**src/rtl/imem_pkg.sv**
```systemverilog
// Shared types and constants for the instruction-memory port arbiter.
// Word-index width is exported for the memory wrapper that sits beside the arbiter.
package imem_pkg;

    localparam int unsigned IMEM_DEPTH = 64;
    localparam int unsigned IMEM_AW    = $clog2(IMEM_DEPTH);

    typedef enum logic [1:0] {
        BOOT,
        RUN,
        FORCE
    } arb_state_t;

    // True when the word index of a byte address falls inside a memory of `depth` words.
    function automatic logic word_in_range(input logic [31:0] addr, input int unsigned depth);
        return {2'b00, addr[31:2]} < depth;
    endfunction

endpackage

```
**src/rtl/imem_port_arbiter.sv**
```systemverilog
// Shares the single-port instruction memory between CPU fetch and the program loader:
// boot-time loading, fetch-priority arbitration in run mode, and a starvation guard.
module imem_port_arbiter
    import imem_pkg::*;
#(
    parameter int unsigned DEPTH    = IMEM_DEPTH,
    parameter int unsigned MAX_WAIT = 8
) (
    input  logic        clk,
    input  logic        rst_n,
    input  logic        fetch_req,
    input  logic [31:0] fetch_addr,
    output logic        fetch_gnt,
    output logic [31:0] fetch_rdata,
    input  logic        load_valid,
    input  logic [31:0] load_addr,
    input  logic [31:0] load_data,
    output logic        load_ready,
    input  logic        load_done,
    output logic        cpu_run,
    output logic        load_err,
    output logic [31:0] mem_addr,
    output logic        mem_we,
    output logic [31:0] mem_wdata,
    input  logic [31:0] mem_rdata
);

    localparam int unsigned CntW = $clog2(MAX_WAIT) + 1;
    localparam logic [CntW-1:0] WaitLast = CntW'(MAX_WAIT - 1);

    arb_state_t      state_q, state_d;
    logic [CntW-1:0] wait_cnt_q, wait_cnt_d;
    logic            load_err_q, load_err_d;
    logic            in_range;

    assign in_range    = word_in_range(load_addr, DEPTH);
    assign fetch_rdata = mem_rdata;
    assign cpu_run     = rst_n && (state_q != BOOT);
    assign load_err    = load_err_q;

    always_ff @(posedge clk) begin
        if (!rst_n) begin
            state_q    <= BOOT;
            wait_cnt_q <= '0;
            load_err_q <= 1'b0;
        end else begin
            state_q    <= state_d;
            wait_cnt_q <= wait_cnt_d;
            load_err_q <= load_err_d;
        end
    end

    always_comb begin
        state_d    = state_q;
        wait_cnt_d = wait_cnt_q;
        load_err_d = load_err_q;
        fetch_gnt  = 1'b0;
        load_ready = 1'b0;
        mem_we     = 1'b0;
        mem_addr   = load_addr;
        mem_wdata  = load_data;

        unique case (state_q)
            BOOT: begin
                load_ready = 1'b1;
                mem_we     = load_valid && in_range;
                if (load_done) begin
                    state_d = RUN;
                end
            end
            RUN: begin
                if (fetch_req) begin
                    mem_addr  = fetch_addr;
                    fetch_gnt = 1'b1;
                    if (load_valid) begin
                        if (wait_cnt_q != '1) begin
                            wait_cnt_d = wait_cnt_q + 1'b1;
                        end
                        if (wait_cnt_q >= WaitLast) begin
                            state_d = FORCE;
                        end
                    end
                end else if (load_valid) begin
                    load_ready = 1'b1;
                    mem_we     = in_range;
                    wait_cnt_d = '0;
                end
            end
            FORCE: begin
                // One cycle of loader ownership; the CPU sees fetch_gnt low and stalls.
                load_ready = 1'b1;
                mem_we     = load_valid && in_range;
                wait_cnt_d = '0;
                state_d    = RUN;
            end
            default: begin
                state_d = BOOT;
            end
        endcase

        if (load_valid && load_ready && !in_range) begin
            load_err_d = 1'b1;
        end

        // Port outputs are held quiet for as long as reset is asserted.
        if (!rst_n) begin
            fetch_gnt  = 1'b0;
            load_ready = 1'b0;
            mem_we     = 1'b0;
            mem_addr   = '0;
            mem_wdata  = '0;
        end
    end

endmodule

```
**config.mk**
```make
export PLATFORM = sky130hd
export DESIGN_NAME = imem_port_arbiter
export DESIGN_NICKNAME = d
export VERILOG_FILES = /design/src/rtl/imem_pkg.sv /design/src/rtl/imem_port_arbiter.sv
export SDC_FILE = /design/constraint.sdc
export NUM_CORES = 1
export LEC_CHECK = 0
export ABC_CLOCK_PERIOD_IN_PS = 2850
export BUFFER_PORTS_ARGS = -buffer_cell sky130_fd_sc_hd__buf_2
export CAP_MARGIN = 20
export CORE_AREA = 2 2 91 93
export CTS_BUF_LIST = sky130_fd_sc_hd__clkbuf_2
export CTS_CLUSTER_SIZE = 8
export DETAILED_ROUTE_END_ITERATION = 8
export DIE_AREA = 0 0 93 95
export GPL_ROUTABILITY_DRIVEN = 0
export PLACE_DENSITY = 0.61
export RECOVER_POWER = 50
export SYNTH_ARGS = -nofsm -noshare
export SYNTH_HDL_FRONTEND = slang
export SYNTH_SLANG_ARGS = --single-unit
```
**constraint.sdc**
```tcl
create_clock -name clk -period 2.85 [get_ports clk]
set_clock_uncertainty 0.15 [all_clocks]
set_input_delay 0.4275 -clock clk [delete_from_list [all_inputs] [get_ports clk]]
set_output_delay 0.4275 -clock clk [all_outputs]
set_load 0.01 [all_outputs]
```
After elaboration in Yosys (flattened, before gate mapping) --
Index checks and enable logic that the tools add are counted. W data, S select, Z words.
Word-level totals: register bits after elaboration 7, input port bits 133, output and inout port bits 101, logic and storage cells 50
Cells by class: $add $sub $neg 1, $lt $le $gt $ge 2, equality and inequality tests 8, muxes and demuxes 25, reductions and logical operators 11
Operators with widths (count):
- $mux W32 | 4
- $lt A30 B7 Y1 const B | 1
- $mux W4 | 4
- $mux W1 | 9
- $mux W2 | 4
- $ne A2 B2 Y1 const B | 4
- $pmux W4 S2 | 1
- $pmux W2 S3 | 1
- $add A4 B1 Y4 const B | 1
- $ge A4 B3 Y1 const B | 1
- $logic_and A1 B1 Y1 | 4
- $ne A4 B4 Y1 const B | 1
- $pmux W1 S2 | 2
- $reduce_and A4 Y1 | 1
- $reduce_bool A2 Y1 | 2
- $ne A3 B3 Y1 const B | 1
- $reduce_and A3 Y1 | 1
- $eq A2 B1 Y1 const B | 1
- $eq A2 B2 Y1 const B | 1
- $logic_not A2 Y1 | 1
- $reduce_or A2 Y1 | 1
- $logic_not A1 Y1 | 1

Logic depth before layout (Yosys ltp) --
depth after elaboration 5, depth in mapped cells 6, gate-level depth less buffers 4

Worst setup path after synthesis --
OpenSTA, ideal clock, no wires.
path kind input-to-output, from in load_addr[12], to out mem_we, data arrival time 1.317 ns, required time 2.273 ns, setup slack 0.955 ns, cell stages on the path 3, path buffers 0, path through nor4_1 > nand4_1 > nor4b_1
On the way: cells in the longest elaborated chain, start to end 5, elaborated cells on any way between the ends 6, classes of those cells order compare (1); mux (4); reduce/logical (1)
RTL lines:
- start, declared | RTL line imem_port_arbiter.sv:16 | input logic [31:0] load_addr,
- $lt A30 B7 Y1 * | RTL line imem_pkg.sv:16 | return {2'b00, addr[31:2]} < depth;
- $mux W1 | RTL line imem_port_arbiter.sv:83 | end else if (load_valid) begin
- $mux W1 | RTL line imem_port_arbiter.sv:72 | if (fetch_req) begin
- $pmux W1 S2 * | RTL line imem_port_arbiter.sv:63 | unique case (state_q)
- $mux W1 * | RTL line imem_port_arbiter.sv:106 | if (!rst_n) begin
- end, declared | RTL line imem_port_arbiter.sv:23 | output logic mem_we,
Every way passes the cells marked *; elsewhere a longest branch is shown, timed or not.

Final worst setup path --
from reg state_q[0], to out mem_addr[17]
On the way: cells in the longest elaborated chain, start to end 3
RTL lines:
- start, declared | RTL line imem_port_arbiter.sv:31 | arb_state_t state_q, state_d;
- start signal, assigned | RTL line imem_port_arbiter.sv:47 | state_q <= state_d;
- $eq A2 B1 Y1 | RTL line imem_port_arbiter.sv:63
- $mux W32 | RTL line imem_port_arbiter.sv:63
- $mux W32 | RTL line imem_port_arbiter.sv:106
- end, declared | RTL line imem_port_arbiter.sv:22 | output logic [31:0] mem_addr,
Every way passes these cells.

==> metrics.md <==
| Metric | Value |
|---|---|
| Status | complete, no violations |
| Cell Chain, Critical Path | and3b_1 > buf_4 > nand2_1 > a21boi_0 > buf_2 |
| Via count | 1994 |
| Remaining DRCs | 0 |
| Layout cells sized above 1 | 0.4639 |
| Reg2reg start | state_q[1]$_SDFFE_PN0P_ |
| FF-to-FF End | wait_cnt_q[3]$_SDFFE_PN0P_ |
| Max clock buf depth | 2 |
| Post-detailed-route wirelength per cell | 12.01 µm |
| # diodes | 0 |
| Design area | 2170 µm² |
| Hold Startpoint | load_done |
| Static Leakage | 1.168 nW |
| CTS tree | yes |
| Crit path depth | 5 |
| Post-synthesis cell type count | 36 |
| Setup tns final | 0 ns |
| Port Buffers | 169 |
| Crit path capture type | output pin |
| Cell Area, Synth | 1520 µm² |
| Highest attainable clock frequency | 0.4335 GHz |
| Hold EP | state_q[0]$_SDFFE_PN0P_ |
| H-tree levels | 1 |
| Most frequent cells in the layout | buf_2 (157), nand2_1 (68), a21boi_0 (33) |
| Post-Syn Nets | 367 |
| Initial antenna violation count | 0 |
| Pwr Density | 202.3 nW/µm² |
| Syn Inst Count | 233 |
| Row count | 33 |
| Max-cap viol count | 0 |
| WP data arrival | 1.73 ns |
| Tightest Pin Transition | 0.5323 ns |
| Synth Area per Inst | 6.524 µm² |
| Slew headroom | 0.6451 |
| R2R setup slack | 0.92 ns |
| Maximum vdd drop | 0.1145 mV |
| # resized after CTS | 0 |
| Buffer and inverter count on the worst path | 2 |
| Post-CTS Hold Buffers | 0 |
| Final hold violations | 0 |
| Slowest-stage cell, CP | dfxtp_1 |
| Commonest non-fill, non-tap cell in the layout | buf_2 |
| Starting Density | 0.1918 |
| Die Y-Extent | 95 µm |
| Cts bufs inserted | 3 |
| Top-Level Pins | 234 |
| Seq/Total Area, Yosys | 0.09218 |
| DR iter-0 viols | 35 |
| Core ar. | 7928 µm² |
| RSZ-0062 raised after global routing | false |
| Clk sink count | 7 |
| Clk root buf | clkbuf_2 |
| Area Overhead vs Synth | 42.72% |
| Detail Placement HPWL | 4.550 mm |
| Final cycle utilization of the critical path | 0.8094 |
| Placed standard-cell area | 2183 µm² |
| Hold Crit Depth | 3 |
| Critical Path RT | 2.27 ns |
| Worst hold path class | input pin to flop |
| Drt via density | 4.288 |
| Clock transition at path regs | 0.08 ns |
| Reg2reg path depth | 4 |
| Largest net degree at the start of global routing | 35 |
| Postcts setup bufs | 0 |
| Nets | 495 |
| Synthesis Warnings | 0 |
| Total GRT Usage | 0.1083 |
| CP peak stage delay | 0.52 ns |
| First-pass GRT wire length | 7.631 mm |
| Top delay family on crit path | flip-flops |
| Setup CP Type | flop to output pin |
| Yosys reg bits | 7 |
| GRT overflow | 0 |
| Critical Path Start Type | flop |
| ANT nets after route | 0 |
| Vias in the first global route | 1730 |
| Die Wd | 93 µm |
| Max Slew Vio Count | 0 |
| Worst-Skew Late Latency | 0.23 ns |
| Total wire length | 5.584 mm |
| Tmin final | 2.307 ns |
| Die area | 8835 µm² |
| CP Max Fanout | 34 |
| DR pass1 iterations | 6 |
| Final setup viols | 0 |
-- where the power goes --
group,internal [mW],switching [mW]
Clock,0.0373,0.0370
Sequential,0.101,0.00476
Combinational,0.127,0.131
Total,0.266,0.173
-- worst reg2reg max path: cells and delay by family, from the launching register on --
family,cells,cell delay [ns]
AO/OA/AOI/OAI,2,0.70
flip-flops,1,0.48
buffers and inverters,1,0.23
AND/OR/NAND/NOR,1,0.22
-- per-layer routing --
layer  routed length, µm  up-vias  track usage
li1                    -     1003            -
met1                2078      857       0.1037
met2                2847      110       0.2186
met3                 485       24      0.01277
met4                 174        0      0.06495
met5                   0        -            0
-- state kept, by name, indices dropped and copies added (netlist names) --
name and flops:
state_q 2, load_err 1, wait_cnt_q 4
-- logic make-up (layout without fill, tap and decap cells) --
group	after synthesis	after routing	synth area share
AOI/OAI and AO/OA	47	47	0.2477
muxes	2	2	0.01317
DFF	7	7	0.09218
buffers and inverters	51	178	0.2288
and+or+nand+nor	125	125	0.4099
adders and majority gates	1	1	0.008229
-- stage by stage --
step	total power [mW]	hold WS, ns	cells	utilization	setup WS, ns
detailed placement	0.3734	0.3541	461	0.2754	0.4887
CTS	0.4523	0.3023	465	0.2779	0.4850
finish	0.4389	0.3117	465	0.2737	0.5432
global route	0.4739	0.3289	465	0.2737	0.3839
global placement	0.3699	0.3438	461	0.2754	0.5353
floorplan	0.2809	0.3255	233	-	0.9550
-- synth_stat cells, drive strengths merged --
library cell | count | area [µm²]
a211oi | 1 | 7.510
a21boi | 33 | 247.7
a21o | 1 | 7.510
a21oi | 2 | 10.01
a311oi | 1 | 15.01
a31o | 1 | 8.760
a31oi | 1 | 6.260
a32oi | 1 | 27.53
and2 | 34 | 212.7
and3 | 1 | 6.260
and3b | 2 | 17.52
buf | 43 | 317.8
clkbuf | 7 | 26.28
dfxtp | 7 | 140.1
ha | 1 | 12.51
inv | 1 | 3.750
mux2i | 2 | 20.02
nand2 | 68 | 255.2
nand3 | 1 | 5.000
nand3b | 2 | 15.01
nand4 | 4 | 25.02
nand4b | 1 | 8.760
nand4bb | 1 | 11.26
nor2 | 2 | 7.510
nor3 | 1 | 5.000
nor4 | 6 | 37.54
nor4b | 1 | 8.760
o2111ai | 1 | 8.760
o21a | 1 | 7.510
o21ai | 1 | 5.000
o21bai | 1 | 7.510
o311a | 1 | 10.01
o31ai | 1 | 7.510
or2b | 1 | 7.510
-- how the worst max path moves through the flow --
stage	start	endpoint	slack, ns
after floorplan	load_addr[12]	mem_we	0.96
after global placement	load_addr[17]	mem_we	0.54
after detailed placement	load_addr[30]	mem_we	0.49
after CTS	load_addr[30]	mem_we	0.48
after global routing	load_addr[30]	mem_we	0.38
final	state_q[0]$_SDFFE_PN0P_	mem_addr[17]	0.54
-- area by class of cell --
| cell class | instances | area, µm² |
|---|---|---|
| multi-input cells | 175 | 1013 |
| flip-flops and latches | 7 | 140.1 |
| fillers | 912 | 5758 |
| repair buffers | 173 | 860.8 |
| well taps | 105 | 131.4 |
| inverters | 1 | 3.754 |
| clock buffers | 4 | 20.02 |
(Power assumes the default switching activity.)
